<file path="src/rtl/async_clk_seq_gen.sv">
// Multi-node divided clock generator with a reset/send/cooldown run sequencer.
// Node clocks free-run from PHASES offsets; the sequencer paces one test run per start.
module async_clk_seq_gen #(
    parameter int                        NUM_NODES   = 9,
    parameter int                        PW          = 8,
    parameter logic [NUM_NODES*PW-1:0]   PERIODS     = {NUM_NODES{PW'(32'd4)}},
    parameter logic [NUM_NODES*PW-1:0]   PHASES      = '0,
    parameter int                        RST_CYCLES  = 20,
    parameter int                        SEND_CYCLES = 10000,
    parameter int                        COOL_CYCLES = 20000,
    parameter int                        CW          = 32
) (
    input  logic                 clk,
    input  logic                 reset,
    input  logic                 start,
    input  logic                 abort,
    input  logic [NUM_NODES-1:0] stall,
    output logic [NUM_NODES-1:0] node_clk,
    output logic                 node_rst,
    output logic                 send,
    output logic                 done,
    output logic [1:0]           state
);

    localparam logic [CW-1:0] RST_LOAD  = CW'(RST_CYCLES - 1);
    localparam logic [CW-1:0] SEND_LOAD = CW'(SEND_CYCLES - 1);
    localparam logic [CW-1:0] COOL_LOAD = CW'(COOL_CYCLES - 1);

    for (genvar i = 0; i < NUM_NODES; i++) begin : g_div
        localparam logic [PW-1:0] PER  = PERIODS[i*PW +: PW];
        localparam logic [PW-1:0] PH   = PHASES[i*PW +: PW];
        localparam logic [PW-1:0] HALF = PER >> 1;
        localparam logic [PW-1:0] LAST = PER - PW'(32'd1);

        logic [PW-1:0] cnt_r;
        logic          clk_r;

        // Divider: output is high for the first half of each period, frozen by stall.
        always_ff @(posedge clk or posedge reset) begin
            if (reset) begin
                cnt_r <= PH;
                clk_r <= 1'b0;
            end else if (!stall[i]) begin
                cnt_r <= (cnt_r == LAST) ? '0 : cnt_r + PW'(32'd1);
                clk_r <= (cnt_r < HALF);
            end else begin
                cnt_r <= cnt_r;
                clk_r <= clk_r;
            end
        end

        assign node_clk[i] = clk_r;
    end

    typedef enum logic [2:0] {
        S_IDLE = 3'd0,
        S_RST  = 3'd1,
        S_SEND = 3'd2,
        S_COOL = 3'd3,
        S_DONE = 3'd4
    } seq_t;

    seq_t          state_r, state_s;
    logic [CW-1:0] cnt_r, cnt_s;
    logic          node_rst_s, send_s, done_s;
    logic [1:0]    state_code_s;

    // Next-state logic; each timed state counts its load value down to zero.
    always_comb begin
        state_s = state_r;
        cnt_s   = cnt_r;
        if (abort) begin
            state_s = S_IDLE;
        end else begin
            case (state_r)
                S_IDLE, S_DONE: begin
                    if (start) begin
                        state_s = S_RST;
                        cnt_s   = RST_LOAD;
                    end else begin
                        state_s = state_r;
                    end
                end
                S_RST: begin
                    if (cnt_r == '0) begin
                        state_s = S_SEND;
                        cnt_s   = SEND_LOAD;
                    end else begin
                        cnt_s = cnt_r - CW'(32'd1);
                    end
                end
                S_SEND: begin
                    if (cnt_r == '0) begin
                        state_s = S_COOL;
                        cnt_s   = COOL_LOAD;
                    end else begin
                        cnt_s = cnt_r - CW'(32'd1);
                    end
                end
                S_COOL: begin
                    if (cnt_r == '0) begin
                        state_s = S_DONE;
                    end else begin
                        cnt_s = cnt_r - CW'(32'd1);
                    end
                end
                default: state_s = S_IDLE;
            endcase
        end
    end

    // Output decode of the next state, so registered outputs track the state register.
    always_comb begin
        node_rst_s   = (state_s == S_IDLE) || (state_s == S_RST);
        send_s       = (state_s == S_SEND);
        done_s       = (state_s == S_DONE);
        state_code_s = (state_s == S_DONE) ? 2'd0 : state_s[1:0];
    end

    // Sequencer state, counter and output registers.
    always_ff @(posedge clk or posedge reset) begin
        if (reset) begin
            state_r  <= S_IDLE;
            cnt_r    <= '0;
            node_rst <= 1'b1;
            send     <= 1'b0;
            done     <= 1'b0;
            state    <= 2'd0;
        end else begin
            state_r  <= state_s;
            cnt_r    <= cnt_s;
            node_rst <= node_rst_s;
            send     <= send_s;
            done     <= done_s;
            state    <= state_code_s;
        end
    end

endmodule

</file>
<file path="config.mk">
export PLATFORM = sky130hd
export DESIGN_NAME = async_clk_seq_gen
export DESIGN_NICKNAME = d
export VERILOG_FILES = /design/src/rtl/async_clk_seq_gen.sv
export SDC_FILE = /design/constraint.sdc
export NUM_CORES = 1
export LEC_CHECK = 0
export ABC_AREA = 1
export BUFFER_PORTS_ARGS = -buffer_cell sky130_fd_sc_hd__buf_2
export CAP_MARGIN = 20
export CORE_UTILIZATION = 61
export DETAILED_ROUTE_END_ITERATION = 16
export PLACE_DENSITY = 0.85
export SLEW_MARGIN = 0
export SYNTH_ARGS = -nofsm -noshare
export SYNTH_HDL_FRONTEND = slang
export SYNTH_SLANG_ARGS = --single-unit
</file>
<file path="constraint.sdc">
create_clock -name clk -period 8.35 [get_ports clk]
set_input_delay 1.67 -clock clk [delete_from_list [all_inputs] [get_ports clk]]
set_output_delay 1.67 -clock clk [all_outputs]
set_load 0.01 [all_outputs]
</file>
Word level (Yosys, flattened, before mapping). Index checks and enable logic that the tools add are counted.

Register bits: 121.

Reduce and logical (&&, ||, !) cells: 7. Mux-type cells: 21. $lt $le $gt $ge: 9. Add/sub/neg operators: 10. Equal/unequal tests: 18. Bitwise gates (word level): 1.

Operator list (number): $mux W32 (4); $pmux W32 S4 (1); $add A8 B1 Y8 const B (9); $eq A8 B2 Y1 const B (9); $lt A8 B2 Y1 const B (9); $mux W8 (9); $logic_not A32 Y1 (1); $sub A32 B1 Y32 const B (1); $mux W3 (5); $pmux W3 S4 (1); $eq A3 B2 Y1 const B (3); $eq A3 B1 Y1 const B (2); $eq A3 B3 Y1 const B (2); $logic_not A3 Y1 (2); $ne A2 B2 Y1 const B (2); $reduce_and A4 Y1 (1); $reduce_bool A4 Y1 (1); $mux W2 (1); $reduce_or A2 Y1 (1); $logic_or A1 B1 Y1 (1); $not A1 Y1 (1).

Longest topological paths before layout. Gate-level depths: netlist (run 1).

Depth in word-level cells: 6. Mapped depth: 13. Mapped depth without buffers: 13.

Worst setup path before layout (run 1). No wires, ideal clock.

Path kind: in2reg. From: input stall[6]. To: register g_div[6].cnt_r[7]. Slack: 5.735 ns. Arrival time: 2.536 ns. Cell stages on the path: 4. Required time: 8.271 ns. Path buffers: 0. Cell sequence: nor4_1 -> nand4_1 -> nor2_1 -> xor2_1.

RTL lines: start, declared (RTL line 17) `input logic [NUM_NODES-1:0] stall,`; end signal, assigned (RTL line 44) `cnt_r <= (cnt_r == LAST) ? '0 : cnt_r + PW'(32'd1);`; end signal, assigned (RTL line 47) `cnt_r <= cnt_r;`; end, declared (RTL line 35) `logic [PW-1:0] cnt_r;`.

Worst setup path after layout (run 1).
From: register node_rst. To: output node_rst.

RTL lines: start, declared (RTL line 19) `output logic node_rst,`; start signal, assigned (RTL line 132) `node_rst <= node_rst_s;`.

No word-level cell between the ends.

==> impl_metrics.csv, run 1 <==
group,metric,value,unit
yosys,synth_top_cell_area_share,45.77,%
grt,grt_max_degree,66,
pwr,leakage,3.942,nW
detailed_routing,first_iter_violations,381,
placement,dpl_cell_area,0.006771,mm^2
grt,grt_pass1_wl,22.31,mm
setup_path,startpoint_type,"flip-flop",
die,die_w,105.7,um
layout,final_nets,883,
yosys,seq_area_frac_synth,46.17,%
worst_hold_path,hold_path.class,"flip-flop to flip-flop",
die,initial_core_util,63.27,%
placement,post-place-cells,977,
pwr,powerDensity,285.5,mW/mm^2
setup_path,critPathKind,"flip-flop to primary output",
yosys,synth.distinct_cells,42,
die,core_area,0.01037,mm^2
setup_path,regToRegEndpoint,"cnt_r[30]",
sta,worst_slack,5524,ps
clocking,cts_resized,0,
yosys,ys.flop_type,"dfrtp_1",
yosys,yosysTopAreaCell,"dfrtp_1",
layout,drive_gt1_share,11.00,%
detailed_routing,ant_nets,0,
yosys,yosys_warnings,0,
setup_path,worstRegToRegCells,12,
detailed_routing,wl,12.94,mm
placement,place_hpwl,8.801,mm
yosys,synth_nets,851,
clocking,clock-sinks,121,
die,ios,27,
pwr,power,2.112,mW
clocking,cts.htree.levels,4,
layout,multi_input_comb_area,0.002884,mm^2
detailed_routing,routedWlPerCell,12.82,um
clocking,ctsRootBufferMaster,"clkbuf_8",
setup_path,arrival,1160,ps
yosys,synth_area_leaders,"dfrtp_1 (46%), nand2_1 (9.6%), inv_1 (8.0%), nor2_1 (6.9%), xor2_1 (5.1%)",
yosys,synth_edf_count,0,
layout,final_area,0.007400,mm^2
sta,maxSlewViolCount,0,
setup_path,crit_family,"flip-flops",
clocking,insertion_delay,530,ps
worst_hold_path,hold_depth,1,
sta,setup_viol,0,
clocking,clk_transition_reported_paths,60,ps
grt,grt-ovfl-total,0,
sta,report.final.hold_viol_count,0,
clocking,cts_hold_buf,0,
grt,grt_antenna_before_repair,0,
clocking,numCtsBuffers,17,
setup_path,slowest_delay,510,ps
setup_path,crit_cells,1,
run,cap_violations,0,
yosys,postSynthAreaPerCell,7.924,um^2
clocking,cts_setup_buffers,0,
sta,finalCritPeriodShare,33.85,%
layout,postLayoutCoreUtil,71.36,%
yosys,synth_most_common_cell,"nand2_1",
sta,fin_skew,8.390,ps
detailed_routing,drt_pass1_iterations,5,
layout,syn2layout_area_growth,12.78,%
detailed_routing,avgViaCountPerCell,5.287,
yosys,ys_ff_latch,121,
grt,grt_usage,25.37,%
yosys,yosys-top-cells-count,"nand2_1 (167), inv_1 (139), dfrtp_1 (120), nor2_1 (120), nand3_1 (43)",
clocking,cts_buffer_depth,2,
setup_path,crit_path_cell_trace,"buf_2",
sta,max_freq,0.3538,GHz
setup_path,crit_buf_inv,1,
sta,tightestPinTransition,780.6,ps
detailed_routing,drcViolationCount,0,
setup_path,cp-endpoint,"node_rst",
sta,rsz0062_at_grt,"false",
setup_path,rrSetupSlack,6050,ps
placement,io_buffers,26,
clocking,tritoncts,"done",
yosys,synth_cells,828,
sta,setup_tns,0,ps
layout,fin_cells,1009,
pwr,peakVddDrop,0.1638,mV
layout,final-seq-area,0.003029,mm^2
die,die_area,0.01117,mm^2
setup_path,critPathRequiredTime,6680,ps
sta,relSlewSlack,47.96,%
yosys,synthArstFlopShare,100.0,%
die,fp.dieH,105.7,um
die,rows,37,
detailed_routing,vias,5335,
setup_path,cp-end-kind,"primary output",
setup_path,r2r-start,"cnt_r[0]",
sta,period_needed,2826,ps
yosys,netlist_area,0.006561,mm^2
placement,place_congestion,0.8746,
placement,post-place-ws,5150,ps
setup_path,worstPathMaxFanout,1,
layout,nFillCells,769,
setup_path,worst_path_max_delay_cell,"dfstp_2",
grt,grt_pass1_vias,5133,
sta,fin_hold_ws,465.4,ps
setup_path,setup.worst_path.start,"node_rst",
outcome,status,"completed",
layout,insertedDiodeCount,0,
[routing by layer]
metal / vias up / GRT usage (%) / wire length [um]
met5: - / 0 / 0
met4: 0 / 9.524 / 193
met3: 23 / 6.555 / 601
met2: 153 / 43.23 / 6395
met1: 2484 / 30.91 / 5748
li1: 2675 / - / -
[power breakdown]
part / internal [mW] / switching [mW]
logic: 0.168 / 0.268
registers: 0.748 / 0.154
clock network: 0.508 / 0.266
total: 1.42 / 0.689
[registers in the layout (all words and copies together), names as in the netlist]
signal / count
state_r: 3
state: 2
node_rst: 1
g_div.cnt_r: 72
send: 1
done: 1
cnt_r: 32
g_div.clk_r: 9
[logic make-up after synthesis]
logic type | after synthesis | synth area share [%]
AOI/OAI and AO/OA | 59 | 5.454
xor gates and xnor gates | 48 | 6.407
adders and majority gates | 10 | 1.907
buffers and inverters | 160 | 9.878
DFF | 121 | 46.17
muxes | 1 | 0.1526
and+or+nand+nor | 429 | 30.03
[cell usage in the layout, fill, tap and decap left out, types with 2 or more instances in the layout]
cell type / instances
a21oi_1: 8
and2_1: 2
and3_1: 2
buf_2: 26
bufinv_16: 4
clkbuf_16: 16
clkbuf_8: 4
clkinv_2: 2
clkinvlp_4: 4
dfrtp_1: 120
ha_1: 10
inv_1: 138
inv_2: 7
nand2_1: 167
nand2_2: 3
nand2_4: 4
nand3_1: 43
nand3_2: 2
nand4_1: 34
nor2_1: 120
nor2_2: 8
nor2_4: 5
nor3_1: 14
nor3b_1: 4
nor4_1: 18
o21ai_0: 23
o21ai_1: 11
o21ai_2: 4
o31ai_1: 3
o41ai_1: 3
xnor2_1: 10
xor2_1: 38
[worst min-delay path by stage]
stage	from	to	slack (ps)
2_1_floorplan	g_div[0].cnt_r[7]	g_div[0].cnt_r[7]	440
3_3_place_gp	g_div[6].cnt_r[7]	g_div[6].cnt_r[7]	460
3_5_place_dp	g_div[0].cnt_r[7]	g_div[0].cnt_r[7]	460
4_1_cts	g_div[5].cnt_r[7]	g_div[5].cnt_r[7]	470
5_1_grt	g_div[7].cnt_r[7]	g_div[7].cnt_r[7]	480
6_report	g_div[5].cnt_r[7]	g_div[5].cnt_r[7]	470
[cell type report]
type,count,share of cell area (%)
clock buffer,21,6.206
tap,136,2.300
inverter,146,7.440
multi-input combinational,547,38.98
sequential,121,40.94
timing repair buffer,27,1.860
clock inverter,11,2.283
(Power assumes the default switching activity.)
==> run 2, diff against run 1 <==
Clock period 8.35 ns to 2.7 ns, I/O delays scaled along.
==> run 2 against run 1 <==
Compared with the run above:
- global-route usage rose by 0.29 points
- sequential share of layout area rose by 0.15 points
- final area fell by 0.36%
- critical path type is now flip-flop to flip-flop
- largest cell class unchanged
- largest power group unchanged
- highest routed layer unchanged
==> impl_metrics.csv, run 2 (synthesis gave the netlist of run 1 again) <==
group,metric,value,unit
worst_hold_path,hold_path.class,"input pin to async pin",
detailed_routing,first_iter_violations,452,
grt,grt.busiest_layer,"met2",
pwr,p_comb_share,22.0,%
grt,grt_usage,25.66,%
pwr,p_seq_share,44.7,%
sta,relSlewSlack,55.15,%
detailed_routing,routedWlPerCell,12.64,um
layout,top_regs,"g_div.cnt_r: 72 flops, cnt_r: 32 flops, g_div.clk_r: 9 flops",
die,ios,27,
sta,finalCritPeriodShare,80.92,%
detailed_routing,vias,5353,
sta,tightestPinTransition,671.3,ps
grt,met1_usage,31.73,%
layout,final_nets,888,
pwr,p_int,4.141,mW
setup_path,cp-end-kind,"flip-flop",
pwr,swShare,33.44,%
placement,place_congestion,0.9285,
setup_path,arrival,2600,ps
sta,max_freq,0.4577,GHz
detailed_routing,avgViaCountPerCell,5.279,
grt,grt_max_degree,61,
die,core_area,0.01037,mm^2
clocking,clk_transition_reported_paths,60,ps
clocking,cts_setup_buffers,0,
grt,grt_pass1_wl,22.56,mm
detailed_routing,wl,12.82,mm
die,die_w,105.7,um
pwr,pwr-share-clk,33.3,%
layout,fin_cells,1014,
detailed_routing,drt_pass1_iterations,5,
placement,post-place-cells,982,
die,rows,37,
pwr,peakVddDrop,0.7212,mV
sta,period_needed,2185,ps
layout,insertedDiodeCount,0,
setup_path,critPathRequiredTime,3120,ps
layout,final_cell_mix,"nand2_1 (167), inv_1 (138), nor2_1 (120), dfrtp_1 (120), nand3_1 (43)",
setup_path,r2r-start,"cnt_r[0]",
layout,syn2layout_area_growth,12.38,%
detailed_routing,drcViolationCount,0,
sta,fin_skew,12.88,ps
clocking,ctsRootBufferMaster,"clkbuf_8",
setup_path,regToRegEndpoint,"cnt_r[31]",
layout,largest_reg_flops,72,
sta,rsz0062_at_grt,"false",
clocking,clock-sinks,121,
sta,maxSlewViolCount,0,
pwr,powerDensity,843.9,mW/mm^2
layout,largest-register,"g_div.cnt_r",
sta,setup_tns,0,ps
sta,worst_slack,515.2,ps
placement,post-place-ws,558.1,ps
outcome,status,"completed",
setup_path,rrSetupSlack,520,ps
setup_path,critPathKind,"flip-flop to flip-flop",
setup_path,startpoint_type,"flip-flop",
die,fp.dieH,105.7,um
placement,place_hpwl,9.030,mm
setup_path,worstPathMaxFanout,26,
pwr,leakage,3.938,nW
grt,grt-ovfl-total,0,
pwr,switching_power,2.081,mW
clocking,insertion_delay,540,ps
clocking,cts.htree.levels,4,
sta,fin_hold_ws,102.6,ps
pwr,power,6.222,mW
sta,setup_viol,0,
clocking,cts_resized,0,
run,cap_violations,0,
clocking,numCtsBuffers,17,
die,initial_core_util,63.27,%
clocking,tritoncts,"done",
clocking,cts_buffer_depth,2,
setup_path,worstRegToRegCells,11,
sta,report.final.hold_viol_count,0,
clocking,cts_hold_buf,0,
layout,final_common_cell,"nand2_1",
layout,drive_gt1_share,11.05,%
grt,gr-usage-met3,5.875,%
grt,grt_pass1_vias,5212,
detailed_routing,ant_nets,0,
grt,use_met2,42.39,%
die,die_area,0.01117,mm^2
grt,grt_antenna_before_repair,0,
placement,io_buffers,26,
-- run 2: critical path, cell delays in order, from the launching register on --
cell and delay (ps):
dfrtp_1 370, inv_1 140, ha_1 220, nand2_2 110
nor2_4 220, nand2_4 90, nor2_8 150, nand2_4 100
nand3_2 360, nor2_1 160, nand2_1 100, nand2_1 50
-- run 2: how the worst max path moves through the flow --
stage,startpoint,end,cells past startpoint
6_report,cnt_r[0],cnt_r[31],11
5_1_grt,cnt_r[0],cnt_r[31],11
4_1_cts,cnt_r[0],cnt_r[31],11
3_5_place_dp,cnt_r[0],cnt_r[31],11
3_3_place_gp,cnt_r[0],cnt_r[31],11
2_1_floorplan,reset,cnt_r[0],1
-- run 2: per-stage QoR --
stage	utilization, %	cell area (um^2)
floorplan	-	6565
global placement	65.91	6835
detailed placement	65.91	6835
CTS	71.10	7373
global route	71.10	7373
finish	71.10	7373
-- run 2: layer usage --
layer,up-vias,wire (um)
li1,2701,-
met1,2497,5773
met2,128,6191
met3,27,568
met4,0,284
met5,-,0
-- run 2: cell type report --
cell class              count  area [um^2]
clock buffers              22        432.9
flip-flops and latches    121         3029
repair buffers             32        200.2
multi-input cells         547         2884
well taps                 136        170.2
inverters                 146        551.8
clock inverters            10        105.1
fillers                   793         2997
-- run 2: power groups by stage --
stage                     Combinational (mW)  Sequential [mW]  Clock, mW
after floorplan                         1.11             2.68          0
final                                   1.37             2.78       2.07
after CTS                               1.38             2.77       2.10
after global placement                  1.27             2.76          0
after global routing                    1.60             2.85       2.18
after detailed placement                1.35             2.78          0
==> run 3, diff against run 2 <==
Clock period 2.7 ns to 2.24 ns, I/O delays scaled along.
==> run 3 against run 2 <==
Compared with the run above:
- via count shrank 0.17%
- first-iteration DRC count shrank 6.4%
- die area is the same
- sequential power grew 21%
- critical path depth shrank 1
- clock-buffer cell count shrank 2
- final area grew 0.93%
- clock skew shrank 3.3 ps
- power grew 23%
- sequential cell count is the same
- largest cell class unchanged
==> impl_metrics.csv, run 3 (synthesis gave the netlist of run 1 again) <==
group,metric,value,unit
layout,insertedDiodeCount,0,
grt,grt-ovfl-total,0,
sta,period_needed,1981,ps
detailed_routing,drt_pass1_iterations,5,
placement,post-place-ws,199.6,ps
placement,place_hpwl,8.716,mm
sta,setup_tns,0,ps
grt,grt_antenna_before_repair,0,
layout,final_cell_mix,"nand2_1 (167), inv_1 (138), nor2_1 (120), dfrtp_1 (120), nand3_1 (43)",
pwr,p_comb_share,21.7,%
placement,io_buffers,26,
pwr,leakage,3.970,nW
setup_path,arrival,2400,ps
layout,largest_reg_flops,72,
setup_path,critPathKind,"flip-flop to flip-flop",
layout,top_regs,"g_div.cnt_r: 72 flops, cnt_r: 32 flops, g_div.clk_r: 9 flops",
sta,setup_viol,0,
pwr,power,7.645,mW
worst_hold_path,hold_path.class,"input pin to flip-flop",
layout,postLayoutCoreUtil,71.77,%
sta,tightestPinTransition,599.9,ps
clocking,clk_transition_reported_paths,60,ps
clocking,clock-sinks,121,
pwr,p_int,5.089,mW
sta,maxSlewViolCount,0,
setup_path,worstPathMaxFanout,6,
detailed_routing,wl,12.92,mm
grt,grt_pass1_vias,5300,
layout,final_common_cell,"nand2_1",
clocking,cts.htree.levels,4,
layout,final_area,0.007442,mm^2
die,rows,37,
detailed_routing,first_iter_violations,423,
sta,fin_skew,9.540,ps
detailed_routing,routedWlPerCell,12.69,um
grt,grt_usage,25.78,%
die,die_w,105.7,um
sta,report.final.hold_viol_count,0,
die,initial_core_util,63.27,%
run,cap_violations,0,
die,die_area,0.01117,mm^2
pwr,powerDensity,1027,mW/mm^2
layout,final_nets,892,
pwr,peakVddDrop,0.9371,mV
sta,worst_slack,259.4,ps
pwr,p_seq_share,43.9,%
sta,finalCritPeriodShare,88.42,%
grt,grt_max_degree,67,
layout,fin_cells,1018,
detailed_routing,avgViaCountPerCell,5.250,
pwr,pwr-share-clk,34.4,%
clocking,insertion_delay,530,ps
pwr,swShare,33.44,%
sta,max_freq,0.5049,GHz
layout,syn2layout_area_growth,13.42,%
placement,dpl_cell_area,0.006845,mm^2
layout,drive_gt1_share,11.90,%
layout,largest-register,"g_div.cnt_r",
sta,fin_hold_ws,140.7,ps
clocking,ctsRootBufferMaster,"clkbuf_8",
clocking,numCtsBuffers,17,
sta,rsz0062_at_grt,"false",
sta,relSlewSlack,59.64,%
die,core_area,0.01037,mm^2
die,ios,27,
setup_path,cp-end-kind,"flip-flop",
detailed_routing,drcViolationCount,0,
clocking,tritoncts,"done",
setup_path,critPathRequiredTime,2660,ps
grt,grt_pass1_wl,22.72,mm
setup_path,startpoint_type,"flip-flop",
clocking,cts_buffer_depth,2,
placement,place_congestion,0.9140,
detailed_routing,vias,5344,
placement,post-place-cells,985,
outcome,status,"completed",
detailed_routing,ant_nets,0,
die,fp.dieH,105.7,um
pwr,switching_power,2.557,mW
## run 3: cell count changes in the layout (fill, tap and decap cells not counted)
cell           previous run  this run
clkinv_4                  0         1
buf_4                     4         8
nand3_2                   2         1
dlygate4sd3_1             0         1
buf_12                    2         1
clkinvlp_4                3         5
clkbuf_1                  5         0
nand3_4                   0         1
clkbuf_8                  1         4
clkinv_2                  6         5
## run 3: critical path, stage by stage, from the launching register on
cell and delay [ps]:
dfrtp_1 350, inv_1 130, ha_1 230, nand2_2 110, nor2_4 160, buf_4 170
nand2_1 50, nor2_1 190, nand4_1 220, o21ai_1 180, nor2_1 60
## run 3: power by group through the flow
stage | registers, mW | clock network (mW) | logic [mW]
after CTS | 3.34 | 2.68 | 1.67
after floorplan | 3.24 | 0 | 1.34
after detailed placement | 3.34 | 0 | 1.62
after global placement | 3.33 | 0 | 1.54
final | 3.35 | 2.63 | 1.66
after global routing | 3.44 | 2.78 | 1.93
## run 3: worst paths after layout
check / slack (ps) / from / end / cells after the start
setup / recovery: 260 / cnt_r[0] / cnt_r[28] / 10
hold / removal: 140 / stall[0] / g_div[0].clk_r / 3
setup reg to reg: 260 / cnt_r[0] / cnt_r[28] / 10
hold reg to reg: 470 / g_div[7].cnt_r[7] / g_div[7].cnt_r[7] / 1
max in group asynchronous: 1030 / reset / g_div[6].cnt_r[2] / 4
min in group asynchronous: 390 / reset / g_div[1].clk_r / 3
## run 3: per-layer routing
layer / vias to the layer above / global-route usage [%] / part of all wire, %
met5: - / 0 / 0
met4: 0 / 11.31 / 1.7
met3: 23 / 7.174 / 4.6
met2: 127 / 42.81 / 48
met1: 2496 / 31.39 / 45
li1: 2698 / - / -
## run 3: area by class of cell
cell class	instances	area, um^2
Fill cell	752	2928
Multi-Input combinational cell	547	2892
Tap cell	136	170.2
Clock buffer	20	455.4
Clock inverter	12	123.9
Timing Repair Buffer	36	220.2
Inverter	146	551.8
Sequential cell	121	3029
## run 3: timing repair
item,4_1_cts,5_1_grt
hold buffers,1,0
setup buffers,0,0
gates resized for setup,0,1
endpoints found under the hold margin,6,0
endpoints found under the setup margin,0,4
